[config.mk]
export PLATFORM = sky130hd
export DESIGN_NAME = button_debounce
export DESIGN_NICKNAME = d
export VERILOG_FILES = /design/src/rtl/button_debounce.sv
export SDC_FILE = /design/constraint.sdc
export NUM_CORES = 1
export LEC_CHECK = 0
export CORE_ASPECT_RATIO = 1.75
export CORE_MARGIN = 5
export CORE_UTILIZATION = 30
export CTS_CLUSTER_DIAMETER = 150
export DETAILED_ROUTE_END_ITERATION = 7
export REMOVE_ABC_BUFFERS = 1
export SYNTH_ARGS = -nofsm -noshare
export SYNTH_HDL_FRONTEND = slang
export SYNTH_SLANG_ARGS = --single-unit
[constraint.sdc]
create_clock -name clk -period 2.4 [get_ports clk]
set_input_delay 0.36 -clock clk [delete_from_list [all_inputs] [get_ports clk]]
set_output_delay 0.36 -clock clk [all_outputs]
set_load 0.02 [all_outputs]
[src/rtl/button_debounce.sv]
// button_debounce: per-channel 2-flop synchronizer plus STABLE/SETTLE qualifier that accepts a level after STABLE_CYCLES consecutive samples
module button_debounce #(
   parameter int   WIDTH         = 2,
   parameter int   STABLE_CYCLES = 1000000,
   parameter logic INIT_LEVEL    = 1'b0
) (
   input  logic             clk,
   input  logic             rst,
   input  logic [WIDTH-1:0] btn_in,
   output logic [WIDTH-1:0] btn_out,
   output logic [WIDTH-1:0] busy
);
   localparam int CW = $clog2(STABLE_CYCLES);
   localparam logic [CW-1:0] LAST = CW'(STABLE_CYCLES - 1);
   typedef enum logic {STABLE, SETTLE} state_t;
   logic [WIDTH-1:0] meta_q, sync_q, out_q, out_d;
   state_t           state_q [WIDTH];
   state_t           state_d [WIDTH];
   logic [CW-1:0]    cnt_q [WIDTH];
   logic [CW-1:0]    cnt_d [WIDTH];
   always_ff @(posedge clk) begin
      if (rst) begin
         meta_q <= {WIDTH{INIT_LEVEL}};
         sync_q <= {WIDTH{INIT_LEVEL}};
         out_q  <= {WIDTH{INIT_LEVEL}};
         for (int c = 0; c < WIDTH; c++) begin
            state_q[c] <= STABLE;
            cnt_q[c]   <= '0;
         end
      end else begin
         meta_q <= btn_in;
         sync_q <= meta_q;
         out_q  <= out_d;
         for (int c = 0; c < WIDTH; c++) begin
            state_q[c] <= state_d[c];
            cnt_q[c]   <= cnt_d[c];
         end
      end
   end
   always_comb begin
      out_d = out_q;
      for (int c = 0; c < WIDTH; c++) begin
         state_d[c] = state_q[c];
         cnt_d[c]   = cnt_q[c];
         if (state_q[c] == STABLE) begin
            state_d[c] = (sync_q[c] != out_q[c]) ? SETTLE : STABLE;
            cnt_d[c]   = (sync_q[c] != out_q[c]) ? CW'(1) : '0;
         end else if (sync_q[c] == out_q[c]) begin
            state_d[c] = STABLE;
            cnt_d[c]   = '0;
         end else if (cnt_q[c] == LAST) begin
            out_d[c]   = sync_q[c];
            state_d[c] = STABLE;
            cnt_d[c]   = '0;
         end else begin
            cnt_d[c]   = cnt_q[c] + CW'(1);
         end
      end
   end
   always_comb begin
      busy = '0;
      for (int c = 0; c < WIDTH; c++) busy[c] = (state_q[c] == SETTLE);
   end
   assign btn_out = out_q;
endmodule

Word-level counts from Yosys, hierarchy flattened
Memory sizes are Yosys's and may differ from the RTL's.
Index checks and enable logic that the tools add are counted.

word-level totals
  bits in registers = 6
  memories kept = 2
  bits in writable memories = 42
  word-level logic and storage cells = 45

memories
  memory   depth  width  read ports  clocked after memory_dff  wr ports  RTL line  source
  cnt_q    2      20     2           0                         2         19        logic [CW-1:0] cnt_q [WIDTH];
  state_q  2      1      2           0                         2         17        state_t state_q [WIDTH];

cells by class
  add/sub/neg operators = 2
  reduce and logical (&&, ||, !) cells = 2
  bitwise gates (word level) = 6
  equal/unequal tests = 6
  mux-type cells = 23

operators by type and width
  operator               number
  $mux 20                8
  $add 20x1->20 const B  2
  $eq 20x20->1 const B   2
  $mux 1                 15
  $reduce_and 3->1       2
  $or 1x1->1             4
  $eq 1x1->1             2
  $ne 1x1->1             2
  $not 1->1              2

Longest topological paths before layout
Gate-level depths: netlist of the first run.

  depth in word-level cells = 5
  gate-level depth with buffers = 7
  mapped depth without buffers = 5

Least setup slack after synthesis of the first run
Ideal clock, no wire load.

  path kind = flip-flop to flip-flop
  from = memory cnt_q[0][20] (netlist bit)
  to = memory cnt_q[0][24] (netlist bit)
  clock period less this slack = 1884 ps
  cell stages (with the launch flop) = 8
  arrival = 1769 ps
  setup slack = 516 ps
  cell sequence = dfxtp_1 -> ha_1 -> nand3_2 -> or4_1 -> buf_2 -> o21ai_4 -> buf_6 -> nor2_2

RTL lines
  element             RTL line
  start: declaration  19

==> metrics.txt, run 1 <==
Die W=between 70 and 80 um; clock buffer depth=2; hold crit path type=reg2reg; largest net degree at the start of global routing=20; Core Area=7180 um2; drt pass-1 iters=4; Skew-Pair Late Insertion Delay=0.28 ns; Seq. cell area=961 um2; Pleak=~0.69 nW; post-DR vias/cell=4.95; DR WL/cell=between 10 and 15 um; RR Endpoint=cnt_q[0][34]; Syn Area/Cell=9.20 um2; Setup crit end kind=flop; WL met2=approximately 2400 um; final hold vios=0; top-area cell type share of the netlist area=43.9%; Crit Path Class=reg2reg; Starting Density=30.5%; PortBufs=7; maximum clock rate=roughly 480 MHz; crit path to=cnt_q[0][34]; # nets final=~260; CP Launch Point=cnt_q[0][20]; # DRC=0; Final setup violation count=0; Row Count=41; Finished Core Util=34.8%; Worst VDD drop=0.307 mV; largest area contributor in the netlist=dfxtp_1; Required @ worst endpoint=2.57 ns; Synth Instances=238; global route total overflow=0; most common library cells after synthesis=dfxtp_1 (48), xnor2_1 (24), nor2_1 (21), nor2_2 (20), nand3_1 (14); final worst-path cycle share=86.5%; worst clock skew=0.00399 ns; register area share after synthesis=43.9%; R2R Path Start=cnt_q[0][20]; RSZ-0062 raised after global routing=false; Async SR Flop Fraction=0%; Hold Buf Count CTS=0; first-pass GRT wire length=~7500 um; count of cell types in the netlist=42; Worst R2R Setup Slack=0.32 ns; initial antenna violation count=0; top_reg_cell synth=dfxtp_1; CTS tree=built; power share of the combinational group=1.4%; Max-cap violations=0; #FFs+latches synth=48; WL met1=1760 um; arrival time worst endpoint=approximately 2.2 ns; Area contributors post-synth=dfxtp_1 (44%), xnor2_1 (9.6%), nor2_2 (5.7%), nor2_1 (3.6%), nand3_1 (3.2%); number of synthesized flops with an enable pin=0; share of cells above drive strength 1=15.1%; ANT cells=0; Worst-path clk slew=0.06 ns; element type at the critical path start=flop; clk sinks=48; Top Layer Used=met4; via count=1673; met3 WL=104 um; First DRT Iteration DRCs=74; wirelength, routed=4300 um; # resized after CTS=0; synthesis-to-layout area growth=14.0%; Max H-tree Level=2; Sw Share=19.7%; CTS root buf=clkbuf_16; Reg2Reg Depth=6; sequential share of power=a little over half; dpl hpwl=3200 um; outcome=completed; clock buffer count from CTS=5; clock share of power=44.4%; vias in the first global route=1654; Fillers=around 760; global-route usage over all layers=10.5%; warnings from Yosys=0; final max-slew violation count=0; P_int=roughly 0.0012 W; Final min period=2.08 ns; final setup TNS=0 ns; P_sw=0.000293 W; antenna viol nets, final=0; synthesized area=2190 um2; Multi-input gate area=1150 um2; Die ar.=about 9200 um2; Worst Max-Slew Pin Slew=0.678 ns; relative slew slack=a little over half; RD Place Congestion=0.776; CP Max Fanout=17; setup bufs post-CTS=0; IO Pins=8; pwr dens=roughly 590 nW/um2; cell with the most instances after synthesis=dfxtp_1; DIE HEIGHT=123 um
-- cell usage in the layout, fill, tap and decap left out, drive strengths merged, types with 6 or more instances in the layout --
cell / Yosys / routed
dfxtp: 48 / 48
nand2: 12 / 12
nor2: 41 / 41
clkbuf: 1 / 6
xnor2: 24 / 24
clkdlybuf4s50: 0 / 7
inv: 11 / 11
nor4: 9 / 9
nor3: 8 / 8
nand4: 11 / 11
xor2: 7 / 7
nand3: 15 / 15
-- area by class of cell --
class	instances	area share (%)
multi-input cells	175	46.2
flip-flops and latches	48	38.5
clock buffers	6	5.16
well taps	86	4.31
repair buffers	11	4.01
inverters	11	1.65
clock inverters	1	0.201
-- registers in the layout, indices dropped and copies added, names as in the netlist --
name	cells
cnt_q	40
sync_q	2
btn_out	2
meta_q	2
state_q	2
-- power by group through the flow --
stage          clock network, W    logic, W  registers, W
2_1_floorplan                 0  0.00000850      0.000823
3_3_place_gp                  0   0.0000211      0.000823
3_5_place_dp                  0   0.0000213      0.000823
4_1_cts                0.000686   0.0000214      0.000805
5_1_grt                0.000722   0.0000231      0.000805
6_report               0.000658   0.0000209      0.000805
-- worst max-delay path: stages, from the launching register on --
cell     delay (ns)
dfxtp_1        0.37
ha_1           0.21
nand3_2        0.17
or4_1          0.69
o21ai_4        0.17
buf_4          0.27
nor2_1         0.08
-- routing by layer --
| metal | up-vias | global-route usage, % |
|---|---|---|
| met2 | 16 | 19.0 |
| li1 | 861 | - |
| met5 | - | 0 |
| met3 | 6 | 2.36 |
| met1 | 790 | 11.3 |
| met4 | 0 | 4.79 |
-- kinds of logic (layout without fill, tap and decap cells) --
family,count (synthesis),after routing,share of synthesized area (%)
AOI/OAI and AO/OA,21,21,8.06
xor gates and xnor gates,31,31,12.4
adders and majority gates,2,2,1.14
buffers and inverters,15,29,3.49
DFF,48,48,43.9
and+or+nand+nor,121,121,31.0
-- how the worst min path moves through the flow --
stage / startpoint / endpoint / slack, ns / cells after the start
after global routing: meta_q[0] / sync_q[0] / 0.47 / 1
final: meta_q[0] / sync_q[0] / 0.44 / 1
after global placement: meta_q[0] / sync_q[0] / 0.43 / 1
after CTS: meta_q[0] / sync_q[0] / 0.44 / 1
after detailed placement: meta_q[0] / sync_q[0] / 0.43 / 1
after floorplan: meta_q[0] / sync_q[0] / 0.41 / 1
-- through the flow --
step	hold WS, ns	cells	power, W	setup slack (ns)	instance area, um2
floorplan	0.414	234	0.000832	0.432	2150
global placement	0.432	331	0.000844	0.382	2360
detailed placement	0.429	331	0.000844	0.312	2360
CTS	0.445	338	0.00151	0.298	2500
global route	0.468	338	0.00155	0.184	2500
finish	0.441	338	0.00148	0.323	2500
No activity file was read; power rests on OpenSTA's default activity.
==> inputs of run 2 (changes only) <==
CORE_UTILIZATION = 48   (was 30)
PLACE_DENSITY = 0.68   (was unset)
SLEW_MARGIN = 0   (was unset)
clock period = 1.8 ns   (was 2.4 ns; I/O delays follow)
==> metrics.txt, run 2 (synthesis results as in run 1) <==
final max-slew violation count=0 (unchanged); first-pass GRT wire length=7820 um (+3.9%); element type at the critical path start=flop; final worst slack=-0.0181 ns (-0.341 ns); clk sinks=48 (unchanged); Fin Hold WS=0.448 ns (+0.00700 ns); Hold Buf Count CTS=0 (unchanged); clock buffer depth=2 (unchanged); Slowest-stage cell, CP=or4_4; dpl hpwl=3490 um (+9.2%); clock buffer count from CTS=5 (unchanged); cell family with most CP delay=simple AND/OR/NAND/NOR gates; Fillers=394 (-48%); PortBufs=7 (unchanged); CTS root buf=clkbuf_8; Die W=61.1 um (-18%); Starting Density=49.7% (+19 points); Worst VDD drop=0.633 mV (+110%); final setup TNS=-0.0713 ns (-0.0713 ns); CP Buf/Inv Count=1 (unchanged); CP peak stage delay=0.56 ns (-0.13 ns); DIE HEIGHT=99.3 um (-19%); final std cells w/o fill=333 (-1.5%); CTS tree=built; worst path cell trace=nand3b_1 > or4_4 > o2111ai_4 > clkbuf_16 > a21oi_1; Worst-path clk slew=0.09 ns (+0.03 ns); initial antenna violation count=0 (unchanged); # DRC=0 (unchanged); IO Pins=8 (unchanged); synthesis-to-layout area growth=24.6%; pwr dens=683 nW/um2 (+15%); share of cells above drive strength 1=28.7% (+14 points); relative slew slack=73.0% (+19 points); Max-cap violations=0 (unchanged); Die ar.=6070 um2 (-34%); Finished Cell Area=2730 um2 (+9.3%); First DRT Iteration DRCs=64 (-14%); global-route usage over all layers=16.8% (+6.3 points); Max H-tree Level=2 (unchanged); Crit Path Class=reg2reg; Pleak=0.860 nW (+24%); Row Count=32 (-22%); failing checks=setup timing; hold crit path type=reg2reg; max FFs per register=40 (unchanged); vias in the first global route=1761 (+6.5%); global route total overflow=0 (unchanged); commonest non-fill, non-tap cell in the layout=dfxtp_1; Post-Place Setup Slack=-0.0252 ns (-0.337 ns); # nets final=287 (+11%); drt pass-1 iters=4 (unchanged); CP Max Fanout=6 (-11); dpl cell area=2560 um2 (+8.3%); worst clock skew=0.0113 ns (+0.00731 ns); Worst Max-Slew Pin Slew=0.401 ns (-0.276 ns); Required @ worst endpoint=1.99 ns (-0.58 ns); post-DR vias/cell=5.36 (+8.4%); maximum clock rate=550 MHz (+14%); outcome=finished with violations; Final setup violation count=6 (+6); Core Area=4400 um2 (-39%); RSZ-0062 raised after global routing=true; RD Place Congestion=0.792 (+2.1%); final hold vios=0 (unchanged); Setup crit end kind=flop; largest net degree at the start of global routing=18 (-10%); arrival time worst endpoint=2.01 ns (-0.23 ns); ANT cells=0 (unchanged); antenna viol nets, final=0 (unchanged); Placed Instances=323 (-2.4%); Biggest register=cnt_q; Final min period=1.82 ns (-0.259 ns); final worst-path cycle share=101% (+14 points); wirelength, routed=4640 um (+7.9%); via count=1786 (+6.8%); DR WL/cell=13.9 um (+9.5%); Skew-Pair Late Insertion Delay=0.30 ns (+0.02 ns); most frequent cells in the layout=dfxtp_1 (42), buf_4 (29), xnor2_1 (24)
run 2: cell count changes in the layout (fill, tap and decap cells not counted), moves of 4 or more:
cell	before	now
clkbuf_16	5	1
dfxtp_2	0	5
dfxtp_1	48	42
clkbuf_8	0	5
buf_4	4	29
run 2: layout make-up:
cell class              count  area (um2)  area share [%]
multi-input cells         175        1170            43.0
flip-flops and latches     48         971            35.6
repair buffers             40         373            13.7
clock buffers               6        72.6            2.66
well taps                  51        63.8            2.34
inverters                  11        41.3            1.51
clock inverters             2        35.0            1.28
run 2: worst paths after layout:
check	startpoint	end	slack, ns	cells after the start
setup / recovery	cnt_q[0][7]	cnt_q[0][17]	-0.02	5
hold / removal	meta_q[1]	sync_q[1]	0.45	1
hold reg to reg	meta_q[1]	sync_q[1]	0.45	1
setup reg to reg	cnt_q[0][7]	cnt_q[0][17]	-0.02	5
run 2: where the power goes:
group          leakage, nW  switching, W  internal [W]
clock               0.0552      0.000350      0.000413
sequential           0.391    0.00000377       0.00107
combinational        0.414     0.0000142     0.0000173
run 2: through the flow:
stage                     total power [W]  util, %
after floorplan                   0.00111        -
after global placement            0.00113     58.1
after detailed placement          0.00113     58.1
after CTS                         0.00189     60.6
after global routing              0.00194     62.0
final                             0.00186     62.0
run 2: worst register-to-register path: cells and delay by family (launching register included):
kind	cells	cell delay (ns)
and+or+nand+nor	2	0.72
AOI/OAI and AO/OA	2	0.39
DFF	1	0.38
buffers and inverters	1	0.23
run 2: what timing repair did:
action / 4_1_cts / 5_1_grt
setup endpoints to repair: 20 / 33
buffers inserted: 0 / 1
resized for setup: 1 / 13
pin swaps: 1 / 2
cloned: 0 / 1
run 2: routing by layer:
metal / GRT usage (%) / vias up / part of all wire (%)
met5: 0 / - / 0
met4: 8.85 / 0 / 4.7
met3: 2.86 / 19 / 1.7
met2: 30.7 / 22 / 56
met1: 17.1 / 825 / 38
li1: - / 920 / -
==> inputs of run 3 (changes only) <==
CORE_UTILIZATION = 54   (was 48)
PLACE_DENSITY = 0.75   (was 0.68)
==> metrics.txt, run 3 (synthesis results as in run 1) <==
via count=1870 (+4.7%); wirelength, routed=4720 um (+1.8%); element type at the critical path start=flop; antenna viol nets, final=0 (unchanged); Worst-path clk slew=0.09 ns (about the same); most frequent cells in the layout=dfxtp_1 (42), buf_4 (32), xnor2_1 (24); commonest non-fill, non-tap cell in the layout=dfxtp_1; Hold Buf Count CTS=0 (unchanged); final std cells w/o fill=332 (-0.30%); outcome=completed; clk sinks=48 (unchanged); Starting Density=56.1% (+6.4 points); Required @ worst endpoint=2.00 ns (about the same); Die W=58.1 um (-4.8%); Pleak=0.851 nW (-1.1%); first-pass GRT wire length=8150 um (+4.2%); final setup TNS=0 ns (+0.0713 ns); CP Launch Point=cnt_q[0][21]; dpl hpwl=3650 um (+4.4%); final max-slew violation count=0 (unchanged); global-route usage over all layers=19.4% (+2.5 points); Placed Instances=323 (unchanged); CTS root buf=clkbuf_8; Final Power=0.00193 W (+3.4%); Reg2Reg Depth=5 (unchanged); Setup crit end kind=flop; Biggest register=cnt_q; initial antenna violation count=0 (unchanged); CTS tree=built; clock buffer depth=2 (unchanged); Worst R2R Setup Slack=0.04 ns (+0.06 ns); Die ar.=5480 um2 (-9.7%); Row Count=30 (-6.3%); maximum clock rate=569 MHz (+3.5%); Final min period=1.76 ns (-0.0608 ns); synthesis-to-layout area growth=23.5%; ANT cells=0 (unchanged); hold depth=1 (unchanged); PortBufs=7 (unchanged); RR Endpoint=btn_out[1]; CP Max Fanout=4 (-2); Seq. cell area=968 um2 (-0.26%); Finished Core Util=69.3% (+7.3 points); drt pass-1 iters=4 (unchanged); # DRC=0 (unchanged); Multi-input gate area=1170 um2 (-0.32%); Final setup violation count=0 (-6); Max H-tree Level=2 (unchanged); worst hold path endpoint=sync_q[0]; Max-cap violations=0 (unchanged); hold_sp=meta_q[0]; clock buffer count from CTS=5 (unchanged); vias in the first global route=1891 (+7.4%); DIE HEIGHT=94.2 um (-5.1%); RD Place Congestion=0.857 (+8.2%); DR WL/cell=14.2 um (+2.1%); hold crit path type=reg2reg; share of cells above drive strength 1=28.9% (+0.15 points); relative slew slack=62.4% (-11 points); First DRT Iteration DRCs=43 (-33%); final worst-path cycle share=97.6% (-3.4 points); Worst Max-Slew Pin Slew=0.556 ns (+0.154 ns); largest net degree at the start of global routing=16 (-2); Crit Path Class=reg2reg; setup bufs post-CTS=0 (unchanged); arrival time worst endpoint=1.96 ns (-0.05 ns); Skew-Pair Late Insertion Delay=0.30 ns (about the same); # nets final=289 (+0.70%); pwr dens=713 nW/um2 (+4.3%); Fillers=316 (-20%); final hold vios=0 (unchanged); Worst VDD drop=0.876 mV (+38%); post-DR vias/cell=5.63 (+5.0%); Core Area=3900 um2 (-11%); IO Pins=8 (unchanged); max FFs per register=40 (unchanged); worst clock skew=0.0105 ns (-0.000752 ns); global route total overflow=0 (unchanged); R2R Path Start=cnt_q[0][21]
==> run 3: worst max path at each step <==
stage	end	slack [ns]	cells past startpoint
global placement	cnt_q[0][5]	0.06	6
detailed placement	cnt_q[0][3]	-0.002	6
floorplan	cnt_q[0][30]	-0.17	5
global route	cnt_q[0][4]	-0.10	6
finish	btn_out[1]	0.04	5
CTS	cnt_q[0][3]	0.006	6
==> run 3: power by group <==
part	switching (W)	leakage [nW]	internal [W]	total [W]
Combinational	0.0000143	0.399	0.0000169	0.0000312
Clock	0.000370	0.0614	0.000455	0.000824
Sequential	0.00000409	0.391	0.00107	0.00107
==> run 3: timing repair <==
action,4_1_cts,5_1_grt
gates cloned,0,1
hold endpoints to repair,0,0
pin swaps,0,3
setup endpoints to repair,8,19
resized for setup,3,12
==> run 3: metrics by stage <==
stage / cell area (um2) / worst slack, ns / hold WS [ns]
CTS: 2670 / 0.00610 / 0.447
global placement: 2540 / 0.0552 / 0.420
global route: 2700 / -0.100 / 0.451
detailed placement: 2540 / -0.00174 / 0.430
finish: 2700 / 0.0427 / 0.440
floorplan: 2150 / -0.168 / 0.342
==> run 3: final cells by class <==
cell class | instances | share of cell area, %
Clock buffer | 6 | 3.05
Tap cell | 48 | 2.22
Clock inverter | 2 | 1.43
Multi-Input combinational cell | 175 | 43.2
Timing Repair Buffer | 42 | 12.7
Inverter | 11 | 1.53
Sequential cell | 48 | 35.8
==> run 3: critical path, stage by stage, from the launching register on <==
cell,delay [ns]
dfxtp_1,0.37
ha_1,0.21
nand3_2,0.08
or4_4,0.55
buf_4,0.17
o41ai_1,0.29
==> run 3: routing by layer <==
metal,GRT usage [%],up-vias,part of all wire (%)
met5,0,-,0
met2,37.1,28,57
met1,17.9,895,36
met3,3.85,22,1.7
met4,11.6,0,5.1
li1,-,925,-
